<file path="src/rtl/frv_pkg.sv">
// Shared fetch-path types: halfword width, tagged halfword entry, and instruction length decode.
package frv_pkg;

    localparam int FRV_HW_W = 16;

    typedef struct packed {
        logic                err;
        logic [FRV_HW_W-1:0] hw;
    } frv_fetch_hw_t;

    // A halfword with low bits 2'b11 starts a 32-bit instruction.
    function automatic logic frv_is_32b(input logic [FRV_HW_W-1:0] hw);
        return (hw[1:0] == 2'b11);
    endfunction

endpackage

</file>
<file path="src/rtl/frv_halfword_queue.sv">
// In-order halfword queue for the fetch buffer: head at slot 0, push 1-2 at the tail, pop 1-2 at the head.
module frv_halfword_queue
    import frv_pkg::*;
#(
    parameter int BUF_HW = 6,
    parameter int CNT_W  = $clog2(BUF_HW + 1)
) (
    input  logic                 g_clk,
    input  logic                 g_resetn,
    input  logic                 clear,
    input  logic [1:0]           push_n,
    input  frv_fetch_hw_t        push_hw0,
    input  frv_fetch_hw_t        push_hw1,
    input  logic [1:0]           pop_n,
    output frv_fetch_hw_t        head0,
    output frv_fetch_hw_t        head1,
    output logic [CNT_W-1:0]     count
);

    localparam int IW = $clog2(BUF_HW);

    frv_fetch_hw_t    slots     [BUF_HW];
    frv_fetch_hw_t    slots_nxt [BUF_HW];
    logic [CNT_W-1:0] count_nxt;
    int               base;

    // Shift surviving entries down by the pop amount, then append behind them.
    always_comb begin
        slots_nxt = slots;
        for (int i = 0; i < BUF_HW; i++) begin
            if (i + int'(pop_n) < BUF_HW) begin
                slots_nxt[i] = slots[IW'(i + int'(pop_n))];
            end
        end
        base = int'(count) - int'(pop_n);
        if (push_n != 2'd0 && base >= 0 && base < BUF_HW) begin
            slots_nxt[IW'(base)] = push_hw0;
        end
        if (push_n == 2'd2 && base >= 0 && base + 1 < BUF_HW) begin
            slots_nxt[IW'(base + 1)] = push_hw1;
        end
        count_nxt = CNT_W'(base + int'(push_n));
    end

    always_ff @(posedge g_clk) begin
        if (!g_resetn || clear) begin
            count <= '0;
        end else begin
            count <= count_nxt;
        end
    end

    always_ff @(posedge g_clk) begin
        slots <= slots_nxt;
    end

    assign head0 = slots[0];
    assign head1 = slots[1];

endmodule

</file>
<file path="src/rtl/frv_fetch_buffer.sv">
// Instruction fetch buffer: halfword queue plus PC, misaligned-entry drop and length decode.
// Compressed (16-bit) instruction support is enabled by defining FRV_FETCH_RVC_EN.
module frv_fetch_buffer
    import frv_pkg::*;
#(
    parameter int          BUF_HW   = 6,
    parameter logic [31:0] PC_RESET = 32'h0000_0000
) (
    input  logic        g_clk,
    input  logic        g_resetn,
    input  logic        flush,
    input  logic [31:0] flush_addr,
    input  logic        mem_valid,
    input  logic [31:0] mem_rdata,
    input  logic        mem_error,
    output logic        mem_ready,
    output logic        o_valid,
    output logic [31:0] o_instr,
    output logic        o_size,
    output logic [31:0] o_pc,
    output logic        o_error,
    input  logic        i_busy
);

    localparam int CNT_W = $clog2(BUF_HW + 1);

    logic [CNT_W-1:0] count;
    frv_fetch_hw_t    head0, head1, push_hw0, push_hw1;
    logic [1:0]       push_n, pop_n, pop_q;
    logic             drop_lo, accept, consume, has_two;
    logic [31:0]      pc;

    assign mem_ready = (count <= CNT_W'(BUF_HW - 2));
    assign accept    = mem_valid && mem_ready && !flush;
    assign consume   = o_valid && !i_busy && !flush;
    assign has_two   = (count >= CNT_W'(2));
    assign pop_q     = consume ? pop_n : 2'd0;
    assign o_pc      = pc;

    always_comb begin
        push_n   = 2'd0;
        push_hw0 = {mem_error, mem_rdata[15:0]};
        push_hw1 = {mem_error, mem_rdata[31:16]};
        if (accept) begin
            if (drop_lo) begin
                push_n   = 2'd1;
                push_hw0 = {mem_error, mem_rdata[31:16]};
            end else begin
                push_n = 2'd2;
            end
        end
    end

`ifdef FRV_FETCH_RVC_EN
    logic head_32, lone, held_lone;

    // A lone errored 32-bit head stays a lone emission until taken, so late appends cannot change o_instr.
    always_comb begin
        head_32 = frv_is_32b(head0.hw);
        lone    = head_32 && (!has_two || held_lone);
        o_valid = has_two || (count == CNT_W'(1) && (!head_32 || head0.err));
        o_size  = head_32;
        o_instr = 32'h0;
        o_error = 1'b0;
        pop_n   = 2'd0;
        if (o_valid) begin
            if (!head_32 || lone) begin
                o_instr = {16'h0, head0.hw};
                o_error = head0.err;
                pop_n   = 2'd1;
            end else begin
                o_instr = {head1.hw, head0.hw};
                o_error = head0.err | head1.err;
                pop_n   = 2'd2;
            end
        end
    end

    always_ff @(posedge g_clk) begin
        if (!g_resetn || flush) begin
            held_lone <= 1'b0;
        end else begin
            held_lone <= o_valid && i_busy && lone;
        end
    end
`else
    always_comb begin
        o_valid = has_two;
        o_size  = 1'b1;
        o_instr = 32'h0;
        o_error = 1'b0;
        pop_n   = 2'd0;
        if (o_valid) begin
            o_instr = {head1.hw, head0.hw};
            o_error = head0.err | head1.err;
            pop_n   = 2'd2;
        end
    end
`endif

    always_ff @(posedge g_clk) begin
        if (!g_resetn) begin
            pc      <= PC_RESET;
            drop_lo <= 1'b0;
        end else if (flush) begin
            pc <= flush_addr & ~32'h1;
`ifdef FRV_FETCH_RVC_EN
            drop_lo <= flush_addr[1];
`else
            drop_lo <= 1'b0;
`endif
        end else begin
            if (consume) begin
                pc <= pc + {29'h0, pop_n, 1'b0};
            end
            if (accept) begin
                drop_lo <= 1'b0;
            end
        end
    end

    frv_halfword_queue #(
        .BUF_HW (BUF_HW),
        .CNT_W  (CNT_W)
    ) u_queue (
        .g_clk    (g_clk),
        .g_resetn (g_resetn),
        .clear    (flush),
        .push_n   (push_n),
        .push_hw0 (push_hw0),
        .push_hw1 (push_hw1),
        .pop_n    (pop_q),
        .head0    (head0),
        .head1    (head1),
        .count    (count)
    );

endmodule
</file>
<file path="config.mk">
export PLATFORM = sky130hd
export DESIGN_NAME = frv_fetch_buffer
export DESIGN_NICKNAME = d
export VERILOG_FILES = /design/src/rtl/frv_pkg.sv /design/src/rtl/frv_halfword_queue.sv /design/src/rtl/frv_fetch_buffer.sv
export SDC_FILE = /design/constraint.sdc
export NUM_CORES = 1
export LEC_CHECK = 0
export CORE_MARGIN = 2
export CORE_UTILIZATION = 57
export CTS_BUF_LIST = sky130_fd_sc_hd__clkbuf_8
export CTS_CLUSTER_SIZE = 24
export DETAILED_ROUTE_END_ITERATION = 8
export PLACE_DENSITY = 0.86
export SYNTH_ARGS = -nofsm -noshare
export SYNTH_HDL_FRONTEND = slang
export SYNTH_HIERARCHICAL = 1
export SYNTH_SLANG_ARGS = --single-unit
</file>
<file path="constraint.sdc">
create_clock -name g_clk -period 4.5 [get_ports g_clk]
set_clock_uncertainty 0.15 [all_clocks]
set_input_delay 1.125 -clock g_clk [delete_from_list [all_inputs] [get_ports g_clk]]
set_output_delay 1.125 -clock g_clk [all_outputs]
set_load 0.005 [all_outputs]
</file>
==> implementation parameters <==
Parameter                              Value

Floorplanning
  Total Die Area    17700 sq um
  Die Ht    133 microns
  # IOs    138
  Placeable core region    16400 sq um
  Effective utilization at floorplan    0.578
  Number of rows in the core area    47
  Width of the chip    133 microns

Drt
  Detail-routed via count per cell    6.40
  Highest routed metal layer    met4
  Total routed wirelength    27.0 mm
  Wire length per cell after detailed routing    19.3 microns
  Met3 wire length    2.85 mm
  Via count    8979
  Initial drt markers    962
  Antenna Violating Nets Remaining    0
  First drt pass iteration count    7
  DRC violation count after routing    0
  Metal2 WL    13.0 mm
  Wire length on met1    10.4 mm

Run status
  Run status    complete, but fails checks
  Violations in the final reports    slew limit

Critical path
  Worst EP arrival    4050 ps
  Delay of the slowest critical-path stage    480 ps
  Worst EP required    4670 ps
  Path type of the worst setup path    in2reg
  Master of the slowest instance on the critical path    fa_1
  Worst setup EP type    flip-flop
  Worst setup path endpoint    u_queue/head0[7]
  Reg2Reg Launch Point    u_queue/count[1]
  Crit path from    i_busy
  Most frequent cell on the critical path    inv_1
  Slack of the worst reg-to-reg path    1240 ps
  Path depth of the worst reg2reg path    11
  Worst setup SP type    primary input
  Worst-path maximum fanout    24
  Series of cell instances along the critical path    clkdlybuf4s50_1 -> o21bai_2 -> nor2_4 -> inv_1 -> fa_1 -> inv_1 -> ha_1 -> a211oi_1 -> nand3_1 -> buf_4 -> nor2_1 -> a31oi_1
  Endpoint of the most critical register-to-register path    u_queue/head0[7]

Yosys
  Synth Flop Type    dfxtp_1
  Syn. warnings    6
  Number of flip-flops and latches in the synthesized netlist    136
  Number of enable flip-flop cells after synthesis    0
  Largest area contributor in the netlist    dfxtp_1
  Synthesized cell area    9480 sq um
  Mean area per synthesized cell    8.61 sq um
  Top area cells in the synthesized netlist    dfxtp_1 29%, mux4_2 12%, nand2_1 4.9%
  Share of the synthesized area in the top cell type    0.287
  Post-synthesis cell type count    65
  Share of synthesized registers carrying an async set or reset    0
  Gate count of the mapped netlist    1102
  Proportion of synthesized chip area in sequential cells    0.287

Power
  Clock group share of total power    0.235
  Combinational share of power    0.379
  Internal power component    3500 uW
  LEAKAGE    0.00415 uW
  Maximum VDD drop    0.250 mV
  Relative contribution of sequential cells to total power    0.385
  Switch Pwr    1790 uW
  Total power divided by cell area    473 nW/um^2
  Switching fraction of total power    0.338

STA
  Final hold violations    0
  Slew at the pin with the worst max-slew slack    3010 ps
  Final Setup Violations    0
  Achievable clock frequency    258 MHz
  Headroom to the max-slew limit    -1.01
  Post-route setup TNS    0 ps
  Max Slew Vio Count    89
  Clock period minus final worst setup slack    3880 ps
  Final Worst Setup Slack    617 ps
  RSZ-0062 raised after global routing    false
  Part of the cycle the worst path needs    0.863

GRT
  Number of global-route vias before repair    8503
  GRT Overall Usage    0.303
  Pin count of the biggest net entering global routing    105
  First-pass GRT wire length    42.8 mm
  Antenna violations before repair    1
  Gr ovfl total    0

Placed design
  Placed Cells    1369
  Placement Setup Slack    178 ps
  Gpl congestion    0.863
  Final HPWL DP    17.2 mm
  IO Port Bufs    134

Final layout
  Share of post-route cells with drive strength above 1    0.135
  Post-layout net count    1251
  Utilization after layout    0.681
  Number of filler cells placed in the layout    1249
  P&R area growth vs syn    17.9%
  Cell Count, Final, Fillers Out    1402

Flow run
  Max-cap check violation count    0

Hold path
  Class of the most critical hold timing path    reg2reg

Clocking
  Num Clock Sinks    136
  Number of resized instances in the post-cts repair step    0
  Hold bufs inserted after CTS    0
  Clock edge transition at the registers on the reported setup and hold paths    80 ps
  Clock tree from TritonCTS    yes
  Clk buf depth    2
  Root buffer cell    clkbuf_8
  Total CTS buffers    17
  H-tree depth    4
  Clock insertion delay at the later pin of the skew report    450 ps
  Post CTS Setup Buffer Count    0
cell families (layout without fill, tap and decap cells):
logic type      count (synthesis)  count (layout)  share of synthesized area
mux                           121             121                      0.199
fa+ha+maj                      13              13                     0.0187
compound gates                246             246                      0.173
flops                         136             136                      0.287
other cells                     2               9                   0.000792
simple gates                  425             425                      0.229
buf+inv                       150             223                     0.0834
xor+xnor                        9               9                    0.00910
cells in the final DEF (no fill, tap or decap), types with 17 or more instances in the layout:
cell type	count
nor2_1	77
and3_1	23
clkdlybuf4s50_1	134
o22ai_1	17
nor3_1	24
a22oi_1	17
clkbuf_8	19
a21oi_1	23
a31oi_1	62
nand2b_1	45
inv_1	28
dfxtp_1	136
o21ai_0	28
nor2b_1	51
o21ai_1	30
mux2i_1	36
nand2_1	124
mux4_2	51
nand3_1	18
buf_4	27
mux2_2	34
o211ai_1	18
stage by stage:
step / cell area, sq um / hold WS [ps] / power [uW]
floorplan: 9510 / 317 / 3560
global placement: 10700 / 329 / 3910
detailed placement: 10700 / 336 / 3990
CTS: 11200 / 348 / 5240
global route: 11200 / 381 / 5560
finish: 11200 / 350 / 5290
power groups by stage:
stage | clock network, uW | registers, uW | logic, uW
after global placement | 0 | 2020 | 1890
after floorplan | 0 | 1910 | 1650
after detailed placement | 0 | 2040 | 1950
after CTS | 1250 | 2020 | 1960
final | 1250 | 2040 | 2000
after global routing | 1300 | 2090 | 2170
cells in the mapped netlist, drive strengths merged (4+ instances only):
library cell / count
mux4: 51
nor4: 8
a31oi: 62
o31ai: 9
mux2: 34
or3: 4
ha: 11
nand4: 18
mux2i: 36
and2: 6
o22ai: 18
inv: 28
buf: 75
nor3: 24
o211a: 5
and4: 5
dfxtp: 136
a211o: 16
o31a: 4
or4: 9
and3: 23
nand3: 18
nand2b: 46
o211ai: 18
clkbuf: 47
nor2: 80
o21ai: 58
nor2b: 51
nand2: 124
xnor2: 7
a22oi: 17
a21oi: 23
registers in the layout, summed over array words and instances (netlist names):
register / flops
o_pc: 31
u_queue/count: 3
u_queue/head0: 17
u_queue/head1: 17
u_queue/slots: 68
metal layers:
| metal | vias up | track usage |
|---|---|---|
| met5 | - | 0 |
| met3 | 72 | 0.0690 |
| met4 | 0 | 0.137 |
| li1 | 4138 | - |
| met1 | 4237 | 0.380 |
| met2 | 532 | 0.499 |
final cells by class:
| cell class | count | area [sq um] | share of cell area |
|---|---|---|---|
| diodes | 1 | 2.50 | 0.000224 |
| clock buffers | 19 | 262 | 0.0234 |
| clock inverters | 13 | 224 | 0.0200 |
| inverters | 28 | 105 | 0.00940 |
| multi-input cells | 822 | 6000 | 0.537 |
| flip-flops and latches | 136 | 2720 | 0.244 |
| well taps | 220 | 275 | 0.0246 |
| repair buffers | 163 | 1580 | 0.142 |
worst min path at each step:
stage | from | end | slack, ps | depth (start not counted)
floorplan | u_queue/slots[0] | u_queue/slots[0] | 320 | 2
finish | u_queue/slots[16] | u_queue/slots[16] | 350 | 2
global route | u_queue/slots[2] | u_queue/slots[2] | 380 | 2
detailed placement | u_queue/slots[23] | u_queue/slots[23] | 340 | 1
CTS | u_queue/slots[16] | u_queue/slots[16] | 350 | 2
global placement | u_queue/slots[23] | u_queue/slots[23] | 330 | 1
critical path, delay by kind of cell:
| family | cells | cell delay [ps] |
|---|---|---|
| buffers and inverters | 4 | 1020 |
| AND/OR/NAND/NOR | 3 | 420 |
| adder cells (fa/ha/maj) | 2 | 790 |
| AO/OA/AOI/OAI | 3 | 670 |
(Power assumes the default switching activity.)
